[config.mk]
export PLATFORM = sky130hd
export DESIGN_NAME = receiver_link_arbiter
export DESIGN_NICKNAME = d
export VERILOG_FILES = /design/src/rtl/receiver_link_pkg.sv /design/src/rtl/receiver_link_watchdog.sv /design/src/rtl/receiver_link_arbiter.sv
export SDC_FILE = /design/constraint.sdc
export NUM_CORES = 1
export LEC_CHECK = 0
export BUFFER_PORTS_ARGS = -buffer_cell sky130_fd_sc_hd__buf_2
export CAP_MARGIN = 20
export CORE_MARGIN = 10
export CORE_UTILIZATION = 29
export DETAILED_ROUTE_END_ITERATION = 16
export PLACE_DENSITY_LB_ADDON = 0.2
export SETUP_SLACK_MARGIN = 0.02
export SYNTH_ARGS = -nofsm -noshare
export SYNTH_HDL_FRONTEND = slang
export SYNTH_SLANG_ARGS = --single-unit
[constraint.sdc]
create_clock -name Clock -period 3.55 [get_ports Clock]
set_clock_uncertainty 0.05 [all_clocks]
set_input_delay 0.1775 -clock Clock [delete_from_list [all_inputs] [get_ports Clock]]
set_output_delay 0.1775 -clock Clock [all_outputs]
set_load 0.01 [all_outputs]
[src/rtl/receiver_link_pkg.sv]
// receiver_link_pkg: shared FSM states, parameter defaults and Grant encodings for receiver_link_arbiter
package receiver_link_pkg;
  typedef enum logic [1:0] {IDLE, SEND, DONE} state_t;
  localparam int DATA_W_DEF = 16;
  localparam int DEPTH_DEF = 16;
  localparam logic [1:0] GRANT_NONE = 2'b00;
  localparam logic [1:0] GRANT_0 = 2'b01;
  localparam logic [1:0] GRANT_1 = 2'b10;
endpackage

[src/rtl/receiver_link_watchdog.sv]
// receiver_link_watchdog: cycle counter that reloads while load is high and flags expiry on its LIMIT-th cycle
module receiver_link_watchdog #(
  parameter int LIMIT = 64,
  localparam int W = $clog2(LIMIT) + 1
) (
  input  logic clk,
  input  logic rst_n,
  input  logic load,
  output logic expired
);
  logic [W-1:0] cnt;
  always_ff @(posedge clk or negedge rst_n)
    if (!rst_n) cnt <= '0;
    else cnt <= load ? '0 : cnt + 1'b1;
  assign expired = !load && cnt == W'(LIMIT - 1);
endmodule

[src/rtl/receiver_link_arbiter.sv]
// receiver_link_arbiter: round-robin share of the module_receiver Req/Ack write link between two senders
// Defining LINK_TIMEOUT_EN adds a SEND-state watchdog that abandons unacknowledged transfers.
import receiver_link_pkg::*;
module receiver_link_arbiter #(
  parameter int DATA_W = DATA_W_DEF,
  parameter int DEPTH = DEPTH_DEF,
  parameter int TIMEOUT_CYCLES = 64,
  localparam int CW = $clog2(DEPTH) + 1
) (
  input  logic              Clock,
  input  logic              Reset,
  input  logic              Clear,
  input  logic              Req0,
  input  logic              Req1,
  input  logic [DATA_W-1:0] Entrada0,
  input  logic [DATA_W-1:0] Entrada1,
  output logic              Ack0,
  output logic              Ack1,
  output logic              Req,
  output logic [DATA_W-1:0] Entrada,
  input  logic              Ack,
  output logic [1:0]        Grant,
  output logic [CW-1:0]     WordCount,
  output logic              Full,
  output logic              Timeout
);
  state_t state, state_d;
  logic req_d, ack0_d, ack1_d, full_d, fav, fav_d, clr_pend, pend_d, expired, tmo;
  logic [DATA_W-1:0] ent_d;
  logic [1:0] grant_d;
  logic [CW-1:0] cnt_d;
  assign tmo = state == SEND && !(Req && Ack) && expired;
`ifdef LINK_TIMEOUT_EN
  receiver_link_watchdog #(.LIMIT(TIMEOUT_CYCLES)) u_wd (
    .clk(Clock), .rst_n(Reset), .load(state != SEND), .expired(expired)
  );
  always_ff @(posedge Clock or negedge Reset)
    if (!Reset) Timeout <= 1'b0;
    else if (tmo) Timeout <= 1'b1;
`else
  assign expired = 1'b0;
  assign Timeout = 1'b0;
`endif
  always_ff @(posedge Clock or negedge Reset)
    if (!Reset) begin
      state <= IDLE;
      Req <= 1'b0;
      Ack0 <= 1'b0;
      Ack1 <= 1'b0;
      Entrada <= '0;
      Grant <= GRANT_NONE;
      WordCount <= '0;
      Full <= 1'b0;
      fav <= 1'b0;
      clr_pend <= 1'b0;
    end else begin
      state <= state_d;
      Req <= req_d;
      Ack0 <= ack0_d;
      Ack1 <= ack1_d;
      Entrada <= ent_d;
      Grant <= grant_d;
      WordCount <= cnt_d;
      Full <= full_d;
      fav <= fav_d;
      clr_pend <= pend_d;
    end
  // fav: 0 favours sender 0, 1 favours sender 1 when both request
  always_comb begin
    state_d = state;
    req_d = Req;
    ack0_d = Ack0;
    ack1_d = Ack1;
    ent_d = Entrada;
    grant_d = Grant;
    cnt_d = WordCount;
    full_d = Full;
    fav_d = fav;
    pend_d = clr_pend;
    case (state)
      IDLE: if (!Full && (Req0 || Req1)) begin
        state_d = SEND;
        grant_d = (Req0 && Req1) ? (fav ? GRANT_1 : GRANT_0) : (Req1 ? GRANT_1 : GRANT_0);
        ent_d = grant_d[1] ? Entrada1 : Entrada0;
      end
      SEND: if (Req && Ack) begin
        state_d = DONE;
        req_d = 1'b0;
        ack0_d = Grant[0];
        ack1_d = Grant[1];
        cnt_d = WordCount == CW'(DEPTH) ? WordCount : WordCount + 1'b1;
        full_d = cnt_d == CW'(DEPTH);
      end else if (tmo) begin
        state_d = IDLE;
        req_d = 1'b0;
        grant_d = GRANT_NONE;
        fav_d = Grant[0];
      end else req_d = 1'b1;
      DONE: if (!(Grant[1] ? Req1 : Req0) && !Ack) begin
        state_d = IDLE;
        ack0_d = 1'b0;
        ack1_d = 1'b0;
        grant_d = GRANT_NONE;
        fav_d = Grant[0];
      end
      default: state_d = IDLE;
    endcase
    // a clear seen during SEND lands on the first cycle after SEND, so it overrides that word's increment
    if (state == SEND) pend_d = clr_pend | Clear;
    else if (Clear || clr_pend) begin
      cnt_d = '0;
      full_d = 1'b0;
      pend_d = 1'b0;
    end
  end
endmodule

* Word level (Yosys, flattened, before mapping) *
Index checks and enable logic that the tools add are counted.

operators by class
  add/sub/neg operators = 1
  multipliers = 0
  div/mod/pow operators = 0
  magnitude comparators = 0
  equal/unequal tests = 7
  shifts and indexed selects = 0
  muxes and demuxes = 28
  bitwise gates (word level) = 1
  reduce and logical (&&, ||, !) cells = 18

operator list
  operator                                             count
  2-to-1 mux 5 bit                                     5
  2-to-1 mux 16 bit                                    1
  2-to-1 mux 2 bit                                     7
  2-to-1 mux 1 bit                                     11
  equality test 5 bit, second input constant           2
  AND reduction 3 bit                                  3
  case mux 2 bit (3 select lines)                      1
  nonzero test 2 bit                                   3
  adder 5 x 1 -> 5 bit, second input constant          1
  logical AND 1 bit                                    4
  != test 2 bit, second input constant                 2
  case mux 1 bit (2 select lines)                      2
  case mux 2 bit (2 select lines)                      1
  AND reduction 2 bit                                  2
  logical NOT 1 bit                                    3
  equality test 2 x 1 -> 1 bit, second input constant  1
  equality test 2 bit, second input constant           1
  logical NOT 2 bit                                    1
  logical OR 1 bit                                     2
  != test 2 x 1 -> 1 bit, second input constant        1
  OR 1 bit                                             1

word-level totals
  register bits = 31
  latch bits = 0
  memory bits (writable) = 0
  ROM bits = 0
  input bits = 38
  output and inout port bits = 28
  logic and storage cells = 65
  memories kept = 0

* Longest topological paths before layout *
  word-level depth = 7
  mapped depth = 6
  gate-level depth less buffers = 5

* Least setup slack after synthesis *
OpenSTA, ideal clock, no wires.

  path kind = register -> register
  start point = reg WordCount[0]
  end point = reg WordCount[4]
  library setup time = 0.078 ns
  arrival = 1.401 ns
  required time = 3.422 ns
  slack = 2.022 ns
  cell stages (with the launch flop) = 5
  path buffers = 0
  period minus slack after synthesis = 1.528 ns
  cell sequence = dfrtp_1 > ha_1 > inv_1 > or4_1 > a21oi_1

on the way
  word-level cells in the longest chain between the ends = 6

RTL lines
  what                                                                RTL line                      source
  start, declared                                                     receiver_link_arbiter.sv:23   output logic [CW-1:0] WordCount,
  start signal, assigned                                              receiver_link_arbiter.sv:63   WordCount <= cnt_d;
  adder 5 x 1 -> 5 bit / equality test 5 bit (equally long branches)  receiver_link_arbiter.sv:91   cnt_d = WordCount == CW'(DEPTH) ? WordCount : WordCount + 1'b1;
  2-to-1 mux 5 bit (*)                                                receiver_link_arbiter.sv:91
  2-to-1 mux 5 bit (*)                                                receiver_link_arbiter.sv:86   SEND: if (Req && Ack) begin
  2-to-1 mux 5 bit (*)                                                receiver_link_arbiter.sv:80   case (state)
  2-to-1 mux 5 bit                                                    receiver_link_arbiter.sv:110  else if (Clear || clr_pend) begin
  2-to-1 mux 5 bit (*)                                                receiver_link_arbiter.sv:109  if (state == SEND) pend_d = clr_pend | Clear;
  net cnt_d[4]                                                        receiver_link_arbiter.sv:31   logic [CW-1:0] cnt_d;

Mark *: on every way through the listed nets, which the timed path passes. The rest lies on a longest branch.
A chain may end at the register's enable or synchronous reset.

* Worst setup path after layout *
  start point = reg state[0]
  end point = reg Entrada[8]

on the way
  word-level cells in the longest chain between the ends = 2

RTL lines
  what                           RTL line                     source
  start, declared                receiver_link_arbiter.sv:27  state_t state, state_d;
  start signal, assigned         receiver_link_arbiter.sv:57  state <= state_d;
  logical NOT 2 bit              receiver_link_arbiter.sv:80
  AND reduction 2 bit (no line)  -
  end signal, assigned           receiver_link_arbiter.sv:61  Entrada <= ent_d;
  end, declared                  receiver_link_arbiter.sv:20  output logic [DATA_W-1:0] Entrada,

Every way passes these cells.

==> results.py <==
metrics = {
    "place": {
        "port_buffers": 64,
        "post-place-ws_ns": 1.42,
        "routabilityCongestion": 0.724,
        "placed_cells": 300,
        "hpwl_um": 3620,
    },
    "global_route": {
        "grt-ovfl-total": 0,
        "grt_max_degree": 33,
        "grt_pass1_vias": 1630,
        "grt_pass1_wl_um": 7990,
        "antenna_found_initial": 1,
        "track_usage_pct": 10.9,
    },
    "synth": {
        "avgSynthCellArea_um2": 9.54,
        "synthDistinctLibCells": 36,
        "syn-cell-area_mm2": 0.00168,
        "yosysSeqAreaShare_pct": 46.2,
        "yosys.area.top_type": "dfrtp_1",
        "ys_async_sr_fraction_pct": 100,
        "synth-seq-cells": 31,
        "syn-num-nets": 216,
        "ys.flop_type": "dfrtp_1",
        "synth_warnings": 0,
        "synth_edf_count": 0,
        "ys_top_cells_by_area": "dfrtp_1 (46%), nand3b_1 (8.0%), a21oi_1 (6.3%)",
        "synth_cells": 176,
        "synth_top_area_share_pct": 46.2,
    },
    "clocking": {
        "clkLatencyLatePin_ns": 0.27,
        "cts-root-buf": "clkbuf_8",
        "cts.clk_slew.worst_paths_ns": 0.07,
        "hold_buffers": 1,
        "cts.path.max_buffers": 2,
        "numCtsBuffers": 5,
        "cts_setup_buffers": 0,
        "post_cts_resized": 0,
        "cts_max_level": 2,
        "cts_tree": "done",
        "clock_sinks": 31,
    },
    "timing": {
        "worst_slack_ns": 1.42,
        "fin_crit_ns": 2.13,
        "grt_setup_unrepaired": "no",
        "hold_viol_final": 0,
        "slew_headroom_pct": 52.9,
        "slew_viol_final": 0,
        "worst_pin_slew_ns": 0.706,
        "fmax_ghz": 0.470,
        "finalSetupViolCount": 0,
        "period_share_pct": 60.0,
        "tns_ns": 0,
    },
    "detailed_routing": {
        "postRouteAntennaNets": 0,
        "vias": 1569,
        "wl_per_cell_um": 15.7,
        "first_pass_iters": 4,
        "wirelength_um": 4860,
        "drt-initial-drc-count": 43,
        "remaining_drc_errors": 0,
        "drt-vias-per-instance": 5.06,
    },
    "setup_path": {
        "reg2reg_to": "Entrada[8]$_DFFE_PN0P_",
        "start_kind": "flop",
        "path_max_fanout": 19,
        "worst_ep_arrival_time_ns": 2.20,
        "endpoint": "Entrada[8]$_DFFE_PN0P_",
        "ff2ff_setup_slack_ns": 1.42,
        "end_kind": "flop",
        "required_ns": 3.62,
        "rr_worst_depth": 3,
        "crit_type": "reg -> reg",
        "worstReg2RegStart": "state[0]$_DFFE_PN0P_",
        "cp-startpoint": "state[0]$_DFFE_PN0P_",
    },
    "run": {
        "maxCapViolCount": 0,
    },
    "floorplan": {
        "initial_core_util_pct": 30.1,
        "core_area_mm2": 0.00557,
        "row_count": 27,
        "ios": 66,
        "dieArea_mm2": 0.00923,
        "die_y_um": 96.1,
        "die_w_um": 96.1,
    },
    "pwr": {
        "p_switching_uw": 643,
        "ir_worst_vdd_mv": 0.300,
        "p_comb_share_pct": 40.6,
        "p_seq_share_pct": 37.4,
        "p_clk_share_pct": 22.1,
        "p_leak_nw": 0.933,
        "p_sw_share_pct": 39.0,
        "p_int_mw": 1.01,
        "powerDensity_mw_per_mm2": 766,
    },
    "worst_hold_path": {
        "worstHoldPathType": "in -> reg",
    },
    "finish": {
        "syn_to_final_growth_pct": 28.3,
        "final_nets": 276,
        "final_common_cell": "buf_2",
        "mostFrequentLayoutCells": "buf_2 (64), dfrtp_1 (31), a21oi_1 (21)",
        "final-instance-count-excl-fill": 310,
        "drive_gt1_share_pct": 32.1,
    },
    "run_status": {
        "status": "complete, no violations",
    },
}
==> registers in the layout, summed over array words and instances (netlist names), 2 cells and up <==
register,cells
Grant,2
state,2
WordCount,5
Entrada,16
==> kinds of logic after synthesis <==
group / Yosys count / synth area share [%]
muxes: 1 / 0.596
xor gates and xnor gates: 1 / 0.522
buffers and inverters: 21 / 6.11
adders and majority gates: 2 / 1.49
and+or+nand+nor: 48 / 19.3
AOI/OAI and AO/OA: 71 / 25.6
DFF: 31 / 46.2
other: 1 / 0.223
==> power groups by stage <==
stage / clock [mW] / sequential (mW) / combinational (mW)
2_1_floorplan: 0 / 0.664 / 0.402
3_3_place_gp: 0 / 0.624 / 0.684
3_5_place_dp: 0 / 0.623 / 0.689
4_1_cts: 0.371 / 0.619 / 0.688
5_1_grt: 0.393 / 0.641 / 0.777
6_report: 0.364 / 0.617 / 0.669
==> metrics by stage <==
stage / instance area, um^2 / util [%] / power [mW] / hold WS (ns)
global placement: 2020 / 36.3 / 1.31 / 0.229
floorplan: 1680 / - / 1.07 / -0.168
detailed placement: 2020 / 36.3 / 1.31 / 0.224
CTS: 2150 / 38.6 / 1.68 / 0.107
global route: 2150 / 38.6 / 1.81 / 0.112
finish: 2150 / 38.7 / 1.65 / 0.114
==> worst min-delay path by stage <==
| stage | depth (start not counted) | from | endpoint |
|---|---|---|---|
| 3_5_place_dp | 1 | Reset | clr_pend$_DFFE_PN0P_ |
| 4_1_cts | 3 | Entrada0[1] | Entrada[1]$_DFFE_PN0P_ |
| 6_report | 3 | Entrada0[3] | Entrada[3]$_DFFE_PN0P_ |
| 2_1_floorplan | 0 | Reset | Ack0$_DFFE_PN0P_ |
| 5_1_grt | 3 | Entrada0[0] | Entrada[0]$_DFFE_PN0P_ |
| 3_3_place_gp | 1 | Reset | Req$_DFFE_PN0P_ |
==> worst max-delay path, stage by stage, from the launching register on <==
cell and delay, ns:
dfrtp_1 0.44, nor3_4 0.62, and2_1 0.68, a31oi_1 0.17
==> cells in the mapped netlist (2+ instances only) <==
cell type / number
nand3b_1: 18
a211oi_1: 2
nor2_1: 5
nor2b_1: 5
or3_1: 2
a21oi_1: 21
and2_1: 2
clkbuf_1: 6
o22ai_1: 2
o211ai_1: 3
ha_1: 2
o21ai_0: 20
o31ai_1: 4
dfrtp_1: 31
buf_6: 2
inv_1: 8
nand2_1: 6
a31oi_1: 16
buf_2: 4
==> layout make-up <==
cell class | instances | area [um^2]
Antenna cell | 1 | 2.50
Clock buffer | 6 | 82.6
Clock inverter | 2 | 35.0
Fill cell | 585 | 3420
Inverter | 8 | 30.0
Multi-Input combinational cell | 124 | 801
Sequential cell | 31 | 776
Tap cell | 72 | 90.1
Timing Repair Buffer | 66 | 338
==> routing by layer <==
layer,global-route usage (%),part of all wire (%)
met5,0,0
met3,5.84,12
met4,1.84,0.33
met2,16.5,44
met1,13.6,44
No activity file was read; power rests on OpenSTA's default activity.
